File: config.mk
export PLATFORM = sky130hd
export DESIGN_NAME = serial_mac_neuron
export DESIGN_NICKNAME = d
export VERILOG_FILES = /design/src/rtl/neuron_pkg.sv /design/src/rtl/neuron_relu_sat.sv /design/src/rtl/serial_mac_neuron.sv
export SDC_FILE = /design/constraint.sdc
export NUM_CORES = 1
export LEC_CHECK = 0
export CAP_MARGIN = 30
export CORE_ASPECT_RATIO = 1.1
export CORE_MARGIN = 2
export CORE_UTILIZATION = 55
export DETAILED_ROUTE_END_ITERATION = 16
export PLACE_DENSITY = 0.91
export SKIP_LAST_GASP = 1
export SLEW_MARGIN = 20
export SYNTH_ARGS = -nofsm -noshare
export SYNTH_HDL_FRONTEND = slang
export SYNTH_SLANG_ARGS = --single-unit
File: constraint.sdc
create_clock -name clk_i -period 3.5 [get_ports clk_i]
set_input_delay 0.7 -clock clk_i [delete_from_list [all_inputs] [get_ports clk_i]]
set_output_delay 0.7 -clock clk_i [all_outputs]
set_load 0.05 [all_outputs]
File: src/rtl/neuron_pkg.sv
// neuron_pkg: shared state encoding and accumulator sizing for serial MAC neurons
package neuron_pkg;
   typedef enum logic [1:0] {IDLE = 2'd0, MAC = 2'd1, ACT = 2'd2, DONE = 2'd3} state_e;
   localparam logic [1:0] ST_IDLE = IDLE;
   localparam logic [1:0] ST_MAC  = MAC;
   localparam logic [1:0] ST_ACT  = ACT;
   localparam logic [1:0] ST_DONE = DONE;
   function automatic int acc_width(input int n, input int xw, input int ww);
      return ww + xw + $clog2(n) + 1;
   endfunction
endpackage

File: src/rtl/neuron_relu_sat.sv
// neuron_relu_sat: clamp a signed accumulator into an unsigned OUT_W range (ReLU plus saturation)
module neuron_relu_sat #(
   parameter int ACC_W = 12,
   parameter int OUT_W = 10
) (
   input  logic signed [ACC_W-1:0] acc,
   output logic        [OUT_W-1:0] res
);
   localparam int EW = (ACC_W > OUT_W + 1) ? ACC_W : OUT_W + 2;
   localparam logic signed [EW-1:0] MAX = {{(EW-OUT_W){1'b0}}, {OUT_W{1'b1}}};
   logic signed [EW-1:0] a;
   assign a = EW'(acc);
   // negative clamps to zero, anything above the output range pins to all ones
   always_comb res = a[EW-1] ? '0 : (a > MAX ? '1 : a[OUT_W-1:0]);
endmodule

File: src/rtl/serial_mac_neuron.sv
// serial_mac_neuron: ReLU neuron with one shared multiplier, one product per cycle; NEURON_BIAS_EN adds bias_i
module serial_mac_neuron
   import neuron_pkg::*;
#(
   parameter int N_INPUTS = 4,
   parameter int X_W      = 1,
   parameter int W_W      = 8,
   parameter int OUT_W    = 10,
   parameter int ACC_W    = acc_width(N_INPUTS, X_W, W_W)
) (
   input  logic                    clk_i,
   input  logic                    rst_i,
   input  logic                    en_i,
   input  logic                    in_valid_i,
   output logic                    in_ready_o,
   input  logic [N_INPUTS*X_W-1:0] x_i,
   input  logic [N_INPUTS*W_W-1:0] w_i,
`ifdef NEURON_BIAS_EN
   input  logic [W_W-1:0]          bias_i,
`endif
   output logic                    out_valid_o,
   input  logic                    out_ready_i,
   output logic [OUT_W-1:0]        neuron_o
);
   localparam int IDX_W = $clog2(N_INPUTS);
   localparam int PW    = W_W + X_W + 1;
   logic [1:0]                state;
   logic [IDX_W-1:0]          idx;
   logic signed [ACC_W-1:0]   acc;
   logic signed [ACC_W-1:0]   acc_init;
   logic [N_INPUTS*X_W-1:0]   x_q;
   logic [N_INPUTS*W_W-1:0]   w_q;
   logic signed [PW-1:0]      w_ext;
   logic signed [PW-1:0]      x_ext;
   logic signed [PW-1:0]      prod;
   logic [OUT_W-1:0]          res;
`ifdef NEURON_BIAS_EN
   assign acc_init = {{(ACC_W-W_W){bias_i[W_W-1]}}, bias_i};
`else
   assign acc_init = '0;
`endif
   // captured vectors shift down each MAC cycle so element 0 is always the current operand
   assign w_ext = {{(X_W+1){w_q[W_W-1]}}, w_q[W_W-1:0]};
   assign x_ext = {{W_W{1'b0}}, x_q[X_W-1:0]};
   assign prod  = w_ext * x_ext;
   assign in_ready_o  = rst_i && state == ST_IDLE;
   assign out_valid_o = state == ST_DONE;
   neuron_relu_sat #(.ACC_W(ACC_W), .OUT_W(OUT_W)) u_sat (.acc(acc), .res(res));
   // sequencer: capture, accumulate one product per cycle, clamp, hold result until taken
   always_ff @(posedge clk_i) begin
      if (!rst_i) begin
         state    <= ST_IDLE;
         idx      <= '0;
         acc      <= '0;
         x_q      <= '0;
         w_q      <= '0;
         neuron_o <= '0;
      end else if (en_i) begin
         case (state)
            ST_IDLE: if (in_valid_i) begin
               x_q   <= x_i;
               w_q   <= w_i;
               acc   <= acc_init;
               idx   <= '0;
               state <= ST_MAC;
            end
            ST_MAC: begin
               acc   <= acc + {{(ACC_W-PW){prod[PW-1]}}, prod};
               idx   <= idx + 1'b1;
               x_q   <= x_q >> X_W;
               w_q   <= w_q >> W_W;
               state <= idx == IDX_W'(N_INPUTS-1) ? ST_ACT : ST_MAC;
            end
            ST_ACT: begin
               neuron_o <= res;
               state    <= ST_DONE;
            end
            default: state <= out_ready_i ? ST_IDLE : ST_DONE;
         endcase
      end
   end
endmodule

Yosys cells after proc, flatten, opt, wreduce, memory -nomap -nowiden. Cells that the tools add are included.

$add $sub $neg: 2. Multipliers: 1. Magnitude comparators: 1. Equality and inequality tests: 5. Muxes and demuxes: 14. Reduce and logical (&&, ||, !) cells: 6.

Operators by type and width (count): $pmux W32 S2 (1); $mux W32 (1); $pmux W12 S2 (1); $mux W10 (2); $add A12 B12 Y12 (1); $gt A12 B11 Y1 const B (1); $mux W12 (1); $mul A8 B2 Y10 (1); $mux W2 (4); $pmux W4 S2 (1); $eq A2 B2 Y1 const B (3); $pmux W2 S3 (1); $mux W4 (1); $pmux W2 S2 (1); $reduce_and A2 Y1 (2); $reduce_and A3 Y1 (1); $add A2 B1 Y2 const B (1); $eq A2 B1 Y1 const B (1); $logic_not A2 Y1 (1); $ne A2 B2 Y1 const B (1); $reduce_bool A2 Y1 (1); $logic_and A1 B1 Y1 (1).

Register bits after elaboration: 62. Input port bits: 41. Output and inout port bits: 12. Logic and storage cells: 35.

Depth between registers and ports, before layout. Gate-level depths: netlist of run 1.

Depth after elaboration: 3. Depth in mapped cells: 9. Gate-level depth less buffers: 8.

By module. A second synthesis of run 1 with hierarchy kept.

Cells, all modules: 337. Area, all modules: 3195.6 um^2.

By module, submodules not included: serial_mac_neuron (instances 1, cells an instance 326, area an instance 3084.2 um^2, sequential area each 1241.2 um^2); neuron_relu_sat (instances 1, cells an instance 11, area an instance 111.4 um^2, sequential area each 0.0 um^2).

Worst setup path before layout of run 1. OpenSTA, ideal clock, no wires.

Kind: input-to-output. Start point: input rst_i. End point: output in_ready_o. Data arrival time: 2334 ps. Data required time: 2800 ps. Path slack: 466 ps. Stages: 3. Path buffers: 2. Cells stage by stage: clkbuf_1 -> clkbuf_1 -> nor3b_1.

Word-level cells in the longest chain between the ends: 1.

RTL lines: start: declaration (RTL line serial_mac_neuron.sv:12) `input logic rst_i,`; $logic_and A1 B1 Y1 (RTL line serial_mac_neuron.sv:46) `assign in_ready_o = rst_i && state == ST_IDLE;`; end: declaration (RTL line serial_mac_neuron.sv:15) `output logic in_ready_o,`.

Every way passes these cells.

Worst setup path in the final report of run 1.
Start point: register state[0]. End point: output out_valid_o.

Word-level cells in the longest chain between the ends: 1.

RTL lines: start: declaration (RTL line serial_mac_neuron.sv:27) `logic [1:0] state;`; start signal: assignment (RTL line serial_mac_neuron.sv:72) `state <= idx == IDX_W'(N_INPUTS-1) ? ST_ACT : ST_MAC;`; start signal: assignment (RTL line serial_mac_neuron.sv:78) `default: state <= out_ready_i ? ST_IDLE : ST_DONE;`; $eq A2 B2 Y1 (RTL line serial_mac_neuron.sv:47) `assign out_valid_o = state == ST_DONE;`; end: declaration (RTL line serial_mac_neuron.sv:21) `output logic out_valid_o,`.

Every way passes these cells.

==> reports/metrics.yaml, run 1 <==
floorplanning:
  boundaryPins: 53
  rows: 29
  start_util_pct: 56.3
  dieArea_um2: 6490
  die_w_um: 77.0
  die_y_um: 84.3
  core_um2: 5730
pwr:
  peakVddDrop_uv: 289
  power.density_nw_per_um2: 421
  p_leak_nw: 1.85
  fin_total_pwr_mw: 1.68
  comb_power_share_pct: 10.8
  p_sw_share_pct: 22.7
  seqPwrFrac_pct: 45.3
  p_sw_mw: 0.380
  clkPwrFrac_pct: 43.9
  p_int_mw: 1.30
drt:
  dr.first_iter.drc_count: 166
  wl_per_cell_um: 14.7
  num_vias: 2756
  drc: 0
  first_pass_iters: 5
  routed_wl_um: 6980
  ant_nets: 0
  viasPerCell: 5.81
global_route:
  gr-usage-met3_pct: 3.76
  overflow: 0
  grt_pass1_wl_um: 11800
  grt_pass1_vias: 2642
  grt_max_degree: 64
  grt_use_met1_pct: 26.8
  grt.total_usage_pct: 22.6
  antenna_found_initial: 0
  grt_use_met2_pct: 39.2
  grt_busiest_layer: "met2"
synth:
  ys_dominant_reg_cell: "dfxtp_1"
  synth_cell_types: 47
  synth_seq_cells: 62
  synthCells: 354
  yosys_warnings: 0
  synth_edf_count: 0
  async_reset_ff_share_pct: 0
  synth.most_common_cell: "dfxtp_1"
  syn_area_um2: 3230
  synth_largest_area_cell: "dfxtp_1"
  synth_nets: 404
  synth_top_area_share_pct: 38.5
  synth_area_per_cell_um2: 9.11
  yosys-top-cells-area: "dfxtp_1 (38%), mux2i_1 (9.3%), o211a_1 (8.4%)"
  seq_area_frac_synth_pct: 38.5
  yosys-top-cells-count: "dfxtp_1 (62), nand2_1 (46), mux2i_1 (30), o211a_1 (27), clkbuf_1 (19)"
setup_path:
  r2r-start: "x_q[0]"
  slowest_stage: "clkdlybuf4s50_1"
  cp_top_family: "buffers and inverters"
  critPathKind: "register to primary output"
  worst-path-stages: 2
  worstPathArrival_ns: 1.98
  r2r_cells: 8
  r2r_end: "acc[10]"
  crit_path_end_kind: "primary output"
  start_kind: "register"
  cp-startpoint: "state[0]"
  path_buf_inv: 1
  max_stage_delay_ns: 0.80
  path_cells: "and2_1 > clkdlybuf4s50_1"
  crit_required_ns: 2.80
  crit_path_end: "out_valid_o"
  crit_fanout: 19
  rrSetupSlack_ns: 0.99
cts:
  cts_buffer_depth: 2
  path_clk_slew_ns: 0.07
  cts_buffers: 9
  cts_root_buf: "clkbuf_8"
  cts_resized: 0
  cts.sinks: 62
  clkLatencyLatePin_ns: 0.35
  postCtsSetupBuffers: 0
  cts_tree: "yes"
  h-tree-depth: 3
  ctsHoldBuffers: 0
layout:
  area_delta_synth_final_pct: 23.5
  antenna_cells: 0
  fin_nets: 442
  drive_above_1_share_pct: 6.80
  fin_cells: 474
  stdcell_area_um2: 3980
  fillCellCount: 487
sta:
  period_needed_ns: 2.68
  max_freq_mhz: 373
  hold_slack_ns: 0.467
  final-max-slew-violation-count: 0
  setup_tns_ns: 0
  setup_violations: 0
  fin_skew_ns: 0.0111
  slew_headroom_pct: 52.3
  rsz0062_at_grt: "false"
  worstMarginPinSlew_ns: 0.713
  hold_violations: 0
  fin_crit_sh_pct: 76.6
place:
  dpl_cell_area_um2: 3750
  hpwl_um: 4760
  io_buffers: 52
  routabilityCongestion: 0.773
  dp.cells: 458
run:
  cap_violations: 0
min_path:
  hold_path.class: "register to register"
outcome:
  status: "finished, final reports clean"
logic make-up after synthesis:
logic type	count (synthesis)	synth area share (%)
and+or+nand+nor	127	20.3
AOI/OAI and AO/OA	90	22.7
DFF	62	38.5
buffers and inverters	31	4.07
muxes	30	9.31
adders and majority gates	9	3.72
xor gates and xnor gates	5	1.36
cells in the final DEF, fill, tap and decap left out, types with 6 or more instances in the layout:
cell / n
clkbuf_8: 12
and2_1: 10
nor2_1: 15
nor2b_1: 18
clkdlybuf4s50_1: 51
nor3_1: 12
o211a_1: 27
a21boi_0: 9
a22oi_1: 6
a21oi_1: 17
mux2i_1: 30
dfxtp_1: 62
nand2_1: 46
nand3b_1: 10
ha_1: 8
layer usage:
metal	wire [µm]	part of all wire [%]
met2	3470	50
met4	174	2.5
met1	3080	44
met5	0	0
met3	253	3.6
per-stage QoR:
stage                     utilization (%)  setup slack (ns)
final                                69.5             0.819
after global routing                 69.5             0.725
after CTS                            69.5             0.813
after detailed placement             65.4             0.844
after global placement               65.4             0.944
after floorplan                         -             0.466
final cells by class:
type,count,area [µm²],share of cell area [%]
tap,77,96.3,2.42
timing repair buffer,56,546,13.7
sequential,62,1240,31.2
clock buffer,13,169,4.24
multi-input combinational,261,1860,46.7
clock inverter,3,65.1,1.63
inverter,2,7.51,0.189
power by group through the flow:
| stage | logic, mW | clock network [mW] | registers [mW] |
|---|---|---|---|
| 2_1_floorplan | 0.120 | 0 | 0.765 |
| 3_3_place_gp | 0.178 | 0 | 0.772 |
| 3_5_place_dp | 0.182 | 0 | 0.774 |
| 4_1_cts | 0.183 | 0.744 | 0.758 |
| 5_1_grt | 0.200 | 0.773 | 0.762 |
| 6_report | 0.182 | 0.735 | 0.759 |
registers in the layout, summed over array words and instances, names as in the netlist:
name      flops
acc          12
idx           2
neuron_o     10
state         2
w_q          32
x_q           4
how the worst min path moves through the flow:
stage | cells past startpoint | end | slack (ns) | from
after floorplan | 2 | w_q[29] | 0.44 | w_q[29]
after global placement | 2 | w_q[31] | 0.45 | w_q[31]
after detailed placement | 2 | w_q[25] | 0.46 | w_q[25]
after CTS | 2 | w_q[25] | 0.47 | w_q[25]
after global routing | 2 | w_q[25] | 0.49 | w_q[25]
final | 2 | x_q[3] | 0.47 | x_q[3]
worst min-delay path: cells and delay by family (launching register included):
family	cells	cell delay, ns
simple gates	1	0.05
compound gates	1	0.06
flops	1	0.31
(Power assumes the default switching activity.)
==> run 2, diff against run 1 <==
--- a/config.mk
+++ b/config.mk
@@ -8,9 +8,9 @@
 export CAP_MARGIN = 30
 export CORE_ASPECT_RATIO = 1.1
 export CORE_MARGIN = 2
-export CORE_UTILIZATION = 55
+export CORE_UTILIZATION = 48
 export DETAILED_ROUTE_END_ITERATION = 16
-export PLACE_DENSITY = 0.91
+export PLACE_DENSITY = 0.85
 export SKIP_LAST_GASP = 1
 export SLEW_MARGIN = 20
 export SYNTH_ARGS = -nofsm -noshare
==> constraint.sdc (replaced) <==
create_clock -name clk_i -period 2.4 [get_ports clk_i]
set_input_delay 0.48 -clock clk_i [delete_from_list [all_inputs] [get_ports clk_i]]
set_output_delay 0.48 -clock clk_i [all_outputs]
set_load 0.05 [all_outputs]
==> reports/metrics.yaml, run 2 (same netlist as run 1, synthesis figures left out) <==
floorplanning:
  start_util_pct: 49.2
  die_w_um: 82.2
  rows: 31
  dieArea_um2: 7390
  die_y_um: 90.0
  boundaryPins: 53
  core_um2: 6560
pwr:
  power.density_nw_per_um2: 590
  p_leak_nw: 1.89
  peakVddDrop_uv: 423
layout:
  fin_nets: 449
  antenna_cells: 0
  regMostFlops: "w_q"
  reg.largest.list: "w_q (32), acc (12), neuron_o (10)"
  fillCellCount: 550
  final_cell_mix: "dfxtp_1 (61), clkdlybuf4s50_1 (49), nand2_1 (46)"
  drive_above_1_share_pct: 10.6
  finish.utilization_pct: 62.4
  area_delta_synth_final_pct: 26.8
  largest_reg_flops: 32
  final_common_cell: "dfxtp_1"
setup_path:
  worstPathArrival_ns: 2.52
  crit_fanout: 10
  path_cells: "and2_1 > ha_2 > a2111oi_4 > o21ai_4 > a2111oi_4 > a2bb2oi_1 > o31ai_1"
  slowest_stage: "a2111oi_4"
  crit_required_ns: 2.62
  rrSetupSlack_ns: 0.10
  critPathKind: "register to register"
  max_stage_delay_ns: 0.44
  crit_path_end_kind: "register"
  cpMostUsedCell: "a2111oi_4"
  start_kind: "register"
drt:
  viasPerCell: 5.58
  routed_wl_um: 6770
  ant_nets: 0
  num_vias: 2711
  drc: 0
  wl_per_cell_um: 13.9
  first_pass_iters: 4
  dr.first_iter.drc_count: 109
sta:
  fin_crit_sh_pct: 95.7
  worstMarginPinSlew_ns: 0.555
  setup_violations: 0
  hold_slack_ns: 0.468
  hold_violations: 0
  fin_skew_ns: 0.00663
  rsz0062_at_grt: "true"
  max_freq_mhz: 435
  slew_headroom_pct: 63.0
  final-max-slew-violation-count: 0
  period_needed_ns: 2.30
cts:
  clkLatencyLatePin_ns: 0.35
  path_clk_slew_ns: 0.07
  cts_buffers: 9
  cts_buffer_depth: 2
  h-tree-depth: 3
  cts_tree: "yes"
  cts.sinks: 62
  ctsHoldBuffers: 0
  cts_root_buf: "clkbuf_8"
global_route:
  grt_max_degree: 64
  grt.total_usage_pct: 19.8
  overflow: 0
  grt_pass1_wl_um: 11700
  grt_pass1_vias: 2664
  antenna_found_initial: 0
run:
  cap_violations: 0
place:
  routabilityCongestion: 0.791
  hpwl_um: 4800
  io_buffers: 52
outcome:
  status: "finished, final reports clean"
min_path:
  hold_path.class: "register to register"
[run 2: changes by cell type in the layout (fill, tap and decap cells not counted), sizes merged]
cell           previous run  this run
clkinvlp                  0         2
buf                       5        13
clkbuf                   13        10
clkinv                    1         2
inv                       2         3
clkdlybuf4s50            51        49
[run 2: what timing repair did]
item | CTS | global route
endpoints found under the setup margin | 0 | 4
buffers inserted | 0 | 2
resized for setup | 0 | 6
[run 2: layout make-up]
type	instances	area [µm²]	share of cell area, %
well taps	82	103	2.51
clock buffers	9	124	3.03
inverters	2	7.51	0.183
repair buffers	63	631	15.4
multi-input cells	261	1880	46.1
clock inverters	7	97.6	2.39
flip-flops and latches	62	1240	30.4
[run 2: final timing paths]
| path | cells past startpoint | end | startpoint |
|---|---|---|---|
| worst min-delay path | 2 | w_q[30] | w_q[30] |
| worst max-delay path | 7 | acc[11] | x_q[0] |
| worst max register to register | 7 | acc[11] | x_q[0] |
| worst min register to register | 2 | w_q[30] | w_q[30] |
[run 2: critical path, delay by kind of cell (launching register included)]
kind,cells,cell delay [ns]
flip-flops,1,0.37
AO/OA/AOI/OAI,5,1.33
AND/OR/NAND/NOR,1,0.16
adder cells (fa/ha/maj),1,0.31
[run 2: power by group]
group          internal, mW  switching, mW  leakage, nW
logic                 0.157          0.124         1.28
registers              1.07         0.0267        0.507
clock network         0.587          0.443        0.106
[run 2: routing by layer]
metal / global-route usage, % / up-vias / part of all wire [%]
met3: 5.42 / 11 / 5.8
met2: 32.5 / 68 / 49
met1: 23.9 / 1266 / 44
li1: - / 1366 / -
met4: 8.19 / 0 / 1.4
met5: 0 / - / 0
[run 2: stage by stage]
step | setup TNS, ns | total power [mW] | cells | setup slack, ns | instance area (µm²)
2_1_floorplan | 0 | 1.29 | 354 | 0.196 | 3230
3_3_place_gp | 0 | 1.40 | 468 | 0.171 | 3830
3_5_place_dp | 0 | 1.41 | 468 | 0.0677 | 3830
4_1_cts | 0 | 2.43 | 484 | 0.0532 | 4050
5_1_grt | -0.00864 | 2.51 | 486 | -0.00864 | 4090
6_report | 0 | 2.41 | 486 | 0.102 | 4090
